<file path="src/rtl/matrix_link_sequencer_if.sv">
// matrix_link_sequencer_if: bus bundle linking the sequencer to the UART rx/tx, matrix RAM and MAC unit
// master (sequencer side) inputs : start, abort, rx_valid, rx_data, rd_data, mac_done, tx_ready
// master (sequencer side) outputs: wr_en, wr_data, mat_sel, row, col, mac_start, tx_valid, tx_data, busy, frame_done
// slave is the mirror view used by the surrounding environment
interface matrix_link_sequencer_if #(parameter int DW = 8, parameter int IDX_W = 4);
  logic start, abort, rx_valid, mac_done, tx_ready;
  logic [DW-1:0] rx_data, rd_data, wr_data, tx_data;
  logic wr_en, mac_start, tx_valid, busy, frame_done;
  logic [1:0] mat_sel;
  logic [IDX_W-1:0] row, col;
  modport master (
    input start, abort, rx_valid, rx_data, rd_data, mac_done, tx_ready,
    output wr_en, wr_data, mat_sel, row, col, mac_start, tx_valid, tx_data, busy, frame_done
  );
  modport slave (
    output start, abort, rx_valid, rx_data, rd_data, mac_done, tx_ready,
    input wr_en, wr_data, mat_sel, row, col, mac_start, tx_valid, tx_data, busy, frame_done
  );
endinterface

</file>
<file path="src/rtl/matrix_link_sequencer.sv">
// matrix_link_sequencer: loads NUM_IN NxN operands from UART rx into RAM, kicks the MAC, streams the result to UART tx
// clk   : system clock, rising edge
// reset : asynchronous active-high reset
// bus   : matrix_link_sequencer_if.master (rx stream, RAM write/read port, MAC start/done, tx handshake, status)
module matrix_link_sequencer #(
  parameter int DW = 8,
  parameter int N = 10,
  parameter int NUM_IN = 2,
  parameter int IDX_W = 4
) (
  input logic clk,
  input logic reset,
  matrix_link_sequencer_if.master bus
);
  typedef enum logic [2:0] {IDLE, LOAD, KICK, CALC, RADDR, RDATA, TX, FIN} state_t;
  state_t state, state_nx;
  logic [1:0] m, sel;
  logic [IDX_W-1:0] r, c, r_nx, c_nx, row_q, col_q;
  logic [DW-1:0] wr_data_q, tx_data_q;
  logic wr_en_q, c_last, r_last, loaded, take, hs;
  assign c_last = c == IDX_W'(N - 1);
  assign r_last = r == IDX_W'(N - 1);
  assign c_nx = c_last ? '0 : c + 1'b1;
  assign r_nx = c_last ? (r_last ? '0 : r + 1'b1) : r;
  // m reaches NUM_IN once the final operand byte is captured; LOAD then spends one more cycle writing it
  assign loaded = m == 2'(NUM_IN);
  assign take = state == LOAD && bus.rx_valid && !loaded;
  assign hs = state == TX && bus.tx_ready;
  always_ff @(posedge clk or posedge reset)
    if (reset) state <= IDLE;
    else state <= state_nx;
  always_comb begin
    state_nx = state;
    case (state)
      IDLE:  state_nx = bus.start ? LOAD : IDLE;
      LOAD:  state_nx = loaded ? KICK : LOAD;
      KICK:  state_nx = CALC;
      CALC:  state_nx = bus.mac_done ? RADDR : CALC;
      RADDR: state_nx = RDATA;
      RDATA: state_nx = TX;
      TX:    state_nx = !bus.tx_ready ? TX : (r_last && c_last) ? FIN : RADDR;
      FIN:   state_nx = IDLE;
      default: state_nx = IDLE;
    endcase
    if (bus.abort) state_nx = IDLE;
  end
  // write address is registered separately because the counters already point past the byte being written
  always_ff @(posedge clk or posedge reset)
    if (reset) begin
      {m, sel, r, c, row_q, col_q} <= '0;
      wr_data_q <= '0;
      tx_data_q <= '0;
      wr_en_q <= 1'b0;
    end else if (bus.abort) begin
      {m, sel, r, c, row_q, col_q} <= '0;
      wr_en_q <= 1'b0;
    end else begin
      wr_en_q <= take;
      if (state == IDLE && bus.start) {m, r, c} <= '0;
      if (take) begin
        wr_data_q <= bus.rx_data;
        sel <= m;
        row_q <= r;
        col_q <= c;
        m <= m + 2'(c_last && r_last);
        r <= r_nx;
        c <= c_nx;
      end
      if (state == CALC && bus.mac_done) begin
        m <= 2'(NUM_IN);
        sel <= 2'(NUM_IN);
        {r, c, row_q, col_q} <= '0;
      end
      if (state == RDATA) tx_data_q <= bus.rd_data;
      if (hs) begin
        r <= r_nx;
        c <= c_nx;
        row_q <= r_nx;
        col_q <= c_nx;
      end
    end
  assign bus.wr_en = wr_en_q;
  assign bus.wr_data = wr_data_q;
  assign bus.mat_sel = sel;
  assign bus.row = row_q;
  assign bus.col = col_q;
  assign bus.mac_start = state == KICK;
  assign bus.tx_valid = state == TX;
  assign bus.tx_data = tx_data_q;
  assign bus.busy = state != IDLE;
  assign bus.frame_done = state == FIN;
endmodule

</file>
<file path="src/flat_wrapper.sv">
// flat-port wrapper written by rule: the top's interface ports become plain ports
module matrix_link_sequencer_flat 
#(
  parameter int DW = 8,
  parameter int N = 10,
  parameter int NUM_IN = 2,
  parameter int IDX_W = 4
)
  (clk, reset, bus_start, bus_abort, bus_rx_valid, bus_rx_data, bus_rd_data, bus_mac_done, bus_tx_ready, bus_wr_en, bus_wr_data, bus_mat_sel, bus_row, bus_col, bus_mac_start, bus_tx_valid, bus_tx_data, bus_busy, bus_frame_done);
  matrix_link_sequencer_if #(.DW(DW), .IDX_W(IDX_W)) bus_i ();
  input logic clk;
  input logic reset;
  input wire logic [$bits(bus_i.start)-1:0] bus_start;
  input wire logic [$bits(bus_i.abort)-1:0] bus_abort;
  input wire logic [$bits(bus_i.rx_valid)-1:0] bus_rx_valid;
  input wire logic [$bits(bus_i.rx_data)-1:0] bus_rx_data;
  input wire logic [$bits(bus_i.rd_data)-1:0] bus_rd_data;
  input wire logic [$bits(bus_i.mac_done)-1:0] bus_mac_done;
  input wire logic [$bits(bus_i.tx_ready)-1:0] bus_tx_ready;
  output wire logic [$bits(bus_i.wr_en)-1:0] bus_wr_en;
  output wire logic [$bits(bus_i.wr_data)-1:0] bus_wr_data;
  output wire logic [$bits(bus_i.mat_sel)-1:0] bus_mat_sel;
  output wire logic [$bits(bus_i.row)-1:0] bus_row;
  output wire logic [$bits(bus_i.col)-1:0] bus_col;
  output wire logic [$bits(bus_i.mac_start)-1:0] bus_mac_start;
  output wire logic [$bits(bus_i.tx_valid)-1:0] bus_tx_valid;
  output wire logic [$bits(bus_i.tx_data)-1:0] bus_tx_data;
  output wire logic [$bits(bus_i.busy)-1:0] bus_busy;
  output wire logic [$bits(bus_i.frame_done)-1:0] bus_frame_done;
  assign bus_i.start = bus_start;
  assign bus_i.abort = bus_abort;
  assign bus_i.rx_valid = bus_rx_valid;
  assign bus_i.rx_data = bus_rx_data;
  assign bus_i.rd_data = bus_rd_data;
  assign bus_i.mac_done = bus_mac_done;
  assign bus_i.tx_ready = bus_tx_ready;
  assign bus_wr_en = bus_i.wr_en;
  assign bus_wr_data = bus_i.wr_data;
  assign bus_mat_sel = bus_i.mat_sel;
  assign bus_row = bus_i.row;
  assign bus_col = bus_i.col;
  assign bus_mac_start = bus_i.mac_start;
  assign bus_tx_valid = bus_i.tx_valid;
  assign bus_tx_data = bus_i.tx_data;
  assign bus_busy = bus_i.busy;
  assign bus_frame_done = bus_i.frame_done;
  matrix_link_sequencer #(.DW(DW), .N(N), .NUM_IN(NUM_IN), .IDX_W(IDX_W)) u_core (.clk(clk), .reset(reset), .bus(bus_i));
endmodule
</file>
<file path="config.mk">
export PLATFORM = sky130hd
export DESIGN_NAME = matrix_link_sequencer_flat
export DESIGN_NICKNAME = d
export VERILOG_FILES = /design/src/rtl/matrix_link_sequencer_if.sv /design/src/rtl/matrix_link_sequencer.sv /design/src/flat_wrapper.sv
export SDC_FILE = /design/constraint.sdc
export NUM_CORES = 1
export LEC_CHECK = 0
export CAP_MARGIN = 15
export CORE_MARGIN = 1.5
export CORE_UTILIZATION = 53
export DETAILED_ROUTE_END_ITERATION = 7
export HOLD_SLACK_MARGIN = 0.08
export PLACE_DENSITY_LB_ADDON = 0.2
export SETUP_SLACK_MARGIN = 0.5
export SLEW_MARGIN = 0
export SYNTH_ARGS = -nofsm -noshare
export SYNTH_HDL_FRONTEND = slang
export SYNTH_SLANG_ARGS = --single-unit
</file>
<file path="constraint.sdc">
create_clock -name clk -period 3 [get_ports clk]
set_input_delay 0.9 -clock clk [delete_from_list [all_inputs] [get_ports clk]]
set_output_delay 0.9 -clock clk [all_outputs]
set_load 0.005 [all_outputs]
</file>
==> reports/results.txt <==
Number of global-route vias before repair: 1,690
Wire per inst: 16.34 um
Tcrit/Tclk final: 0.8190
CTS sink cnt: 40
Top FF cell, synth: dfrtp_1
Drt drc: 0
Setup-failing EPs final: 0
Total power: 1.199 mW
Hold wc startpoint: u_core.bus.tx_data[2]$_DFFE_PP0P_
Hold Crit Class: register to register
Global-route wire length before repair: 7.921 mm
GRT Util Overall: 0.2416
Worst Skew: 0.004927 ns
Data required, critical path: 2.10 ns
R2r setup slk: 0.75 ns
Mapped Cells: 195
H-tree levels: 2
DR pass1 iterations: 4
Maximum VDD drop: 321.4 uV
Rel. slew slack: 0.6520
Worst slew pin tran: 0.5192 ns
Clk pin slew, worst setup/hold paths: 0.07 ns
CP startpoint: u_core.state[1]$_DFF_PP0_
Setup crit end kind: output port
Port-buffer cells: 53
# fillers: 279
Worst r2r dst: u_core.m[1]$_DFFE_PP0P_
Drt via density: 5.841
P&R area growth vs syn: 33.43%
Width of the chip: 66.39 um
Global placement routability congestion: 0.8514
Final design area excluding fillers: 2841 sq um
Core area: 3771 sq um
Post-synth net total: 223
Worst-Skew Late Latency: 0.28 ns
Async S/R FF share, synth: 1.000
Synthesized flop and latch total: 40
GR Overflow Total: 0
Dpl hpwl: 3.609 mm
Routed WL: 4.934 mm
CTS Root Cell: clkbuf_8
1st-iter DRT viols: 109
N_diodes: 0
R2R Path Start: u_core.c[0]$_DFFE_PP0P_
CTS tree: built
Leakage: 1.285 nW
Hold EP: u_core.bus.tx_data[2]$_DFFE_PP0P_
Synth Cell Area: 2130 sq um
Cts bufs inserted: 5
Post-layout min period: 2.457 ns
Largest net degree at the start of global routing: 41
Initial Util: 0.5647
MaxCap Viol Count: 0
RSZ-0062 raised after global routing: yes
R2r worst-path depth: 7
ANT nets after route: 0
Post-DP Area: 2705 sq um
Ports: 54
Crit-path max FO: 10
Via Count: 1,764
Status: finished clean
Final Max Tran Viols: 0
Seq/Total Area, Yosys: 0.4700
Sum of negative setup slack: 0 ns
Die height: 66.39 um
Count of different cell masters after synthesis: 52
Fin nets: 281
Pwr per Cell Area: 422.1 nW/um^2
Fin. Hold Viols: 0
Initial antenna violation count: 0
Fmax: 407.0 MHz
Row cnt: 22
Startpoint Class: register
Mean Syn Cell Area: 10.92 sq um
Share of cells above drive strength 1: 0.1772
Number of synthesized flops with an enable pin: 0
DIE AREA: 4407 sq um
Crit path DAT: 1.56 ns
Clock buffer depth: 2
Hold path depth: 1
Yosys warns: 0
Critical setup path kind: register to output port
-- cell type report --
type                            count  area [sq um]  area share
Inverter                            8         30.03     0.01057
Sequential cell                    40          1003      0.3531
Clock inverter                      2         35.03     0.01233
Clock buffer                        6         72.57     0.02554
Tap cell                           48         60.06     0.02114
Timing Repair Buffer               62         598.1      0.2105
Multi-Input combinational cell    136          1042      0.3668
-- flip-flops by register name (all words and copies together) (netlist names) --
signal and count:
u_core.bus.tx_data 8, u_core.r 4, u_core.bus.mat_sel 2, u_core.bus.wr_en 1
u_core.bus.row 4, u_core.state 3, u_core.bus.col 4, u_core.m 2
u_core.bus.wr_data 8, u_core.c 4
-- worst max-delay path, cell delays in order, from the launching register on --
cell             delay, ns
dfrtp_1               0.37
buf_4                 0.18
nor3_4                0.21
inv_1                 0.08
clkdlybuf4s50_1       0.44
-- kinds of logic (layout without fill, tap and decap cells) --
kind of cell / Yosys count / after routing / synth area share
muxes: 17 / 17 / 0.08931
buffers and inverters: 19 / 78 / 0.04583
xor gates and xnor gates: 2 / 2 / 0.008227
AOI/OAI and AO/OA: 46 / 46 / 0.1580
DFF: 40 / 40 / 0.4700
and+or+nand+nor: 66 / 66 / 0.1992
adders and majority gates: 5 / 5 / 0.02938
-- routing by layer --
| metal | vias up | part of all wire | track usage |
|---|---|---|---|
| met2 | 60 | 0.50 | 0.4063 |
| met3 | 12 | 0.056 | 0.05963 |
| met1 | 853 | 0.42 | 0.2943 |
| li1 | 839 | - | - |
| met5 | - | 0 | 0 |
| met4 | 0 | 0.026 | 0.1020 |
-- cells in the mapped netlist (5+ instances only) --
master / number / area (sq um)
dfrtp_1: 40 / 1001
nand2_1: 20 / 75.07
mux2_2: 16 / 180.2
nor2_1: 9 / 33.78
inv_1: 8 / 30.03
a21oi_1: 7 / 35.03
nand3_1: 7 / 35.03
o21ai_0: 7 / 35.03
buf_2: 6 / 30.03
ha_1: 5 / 62.56
-- layout by cell type, fill, tap and decap left out, drive strengths merged, types with 6 or more instances in the layout --
cell type      instances
buf                    9
dfrtp                 40
mux2                  16
nand3                  7
clkdlybuf4s50         53
clkbuf                 6
nor3                   6
a21oi                  7
nor2                  10
o21ai                  7
nand2                 20
inv                    8
-- how the worst max path moves through the flow --
stage	endpoint	slack, ns	cells after the start
after global routing	bus_busy	0.45	4
after global placement	u_core.bus.wr_data[4]$_DFFE_PP0P_	0.37	6
after floorplan	u_core.r[3]$_DFFE_PP0P_	0.94	6
final	bus_busy	0.54	4
after CTS	bus_busy	0.50	4
after detailed placement	u_core.bus.wr_data[6]$_DFFE_PP0P_	0.33	6
-- stage by stage --
stage / instances / hold WS [ns] / util / worst slack [ns]
after CTS: 300 / 0.5132 / 0.7465 / 0.5049
after floorplan: 195 / 0.4873 / - / 0.9424
after detailed placement: 292 / 0.4961 / 0.7173 / 0.3302
final: 302 / 0.5095 / 0.7535 / 0.5429
after global routing: 302 / 0.5219 / 0.7535 / 0.4467
after global placement: 292 / 0.4888 / 0.7173 / 0.3690
-- what timing repair did --
action,CTS,global route
buffers inserted,0,2
cloned,0,0
hold buffers,0,0
endpoints found under the setup margin,2,2
resized for setup,2,2
-- report_power, final --
part | total (mW) | internal, mW | switching (mW)
Sequential | 0.593 | 0.571 | 0.0220
Combinational | 0.187 | 0.115 | 0.0719
Clock | 0.419 | 0.247 | 0.172
(Power assumes the default switching activity.)
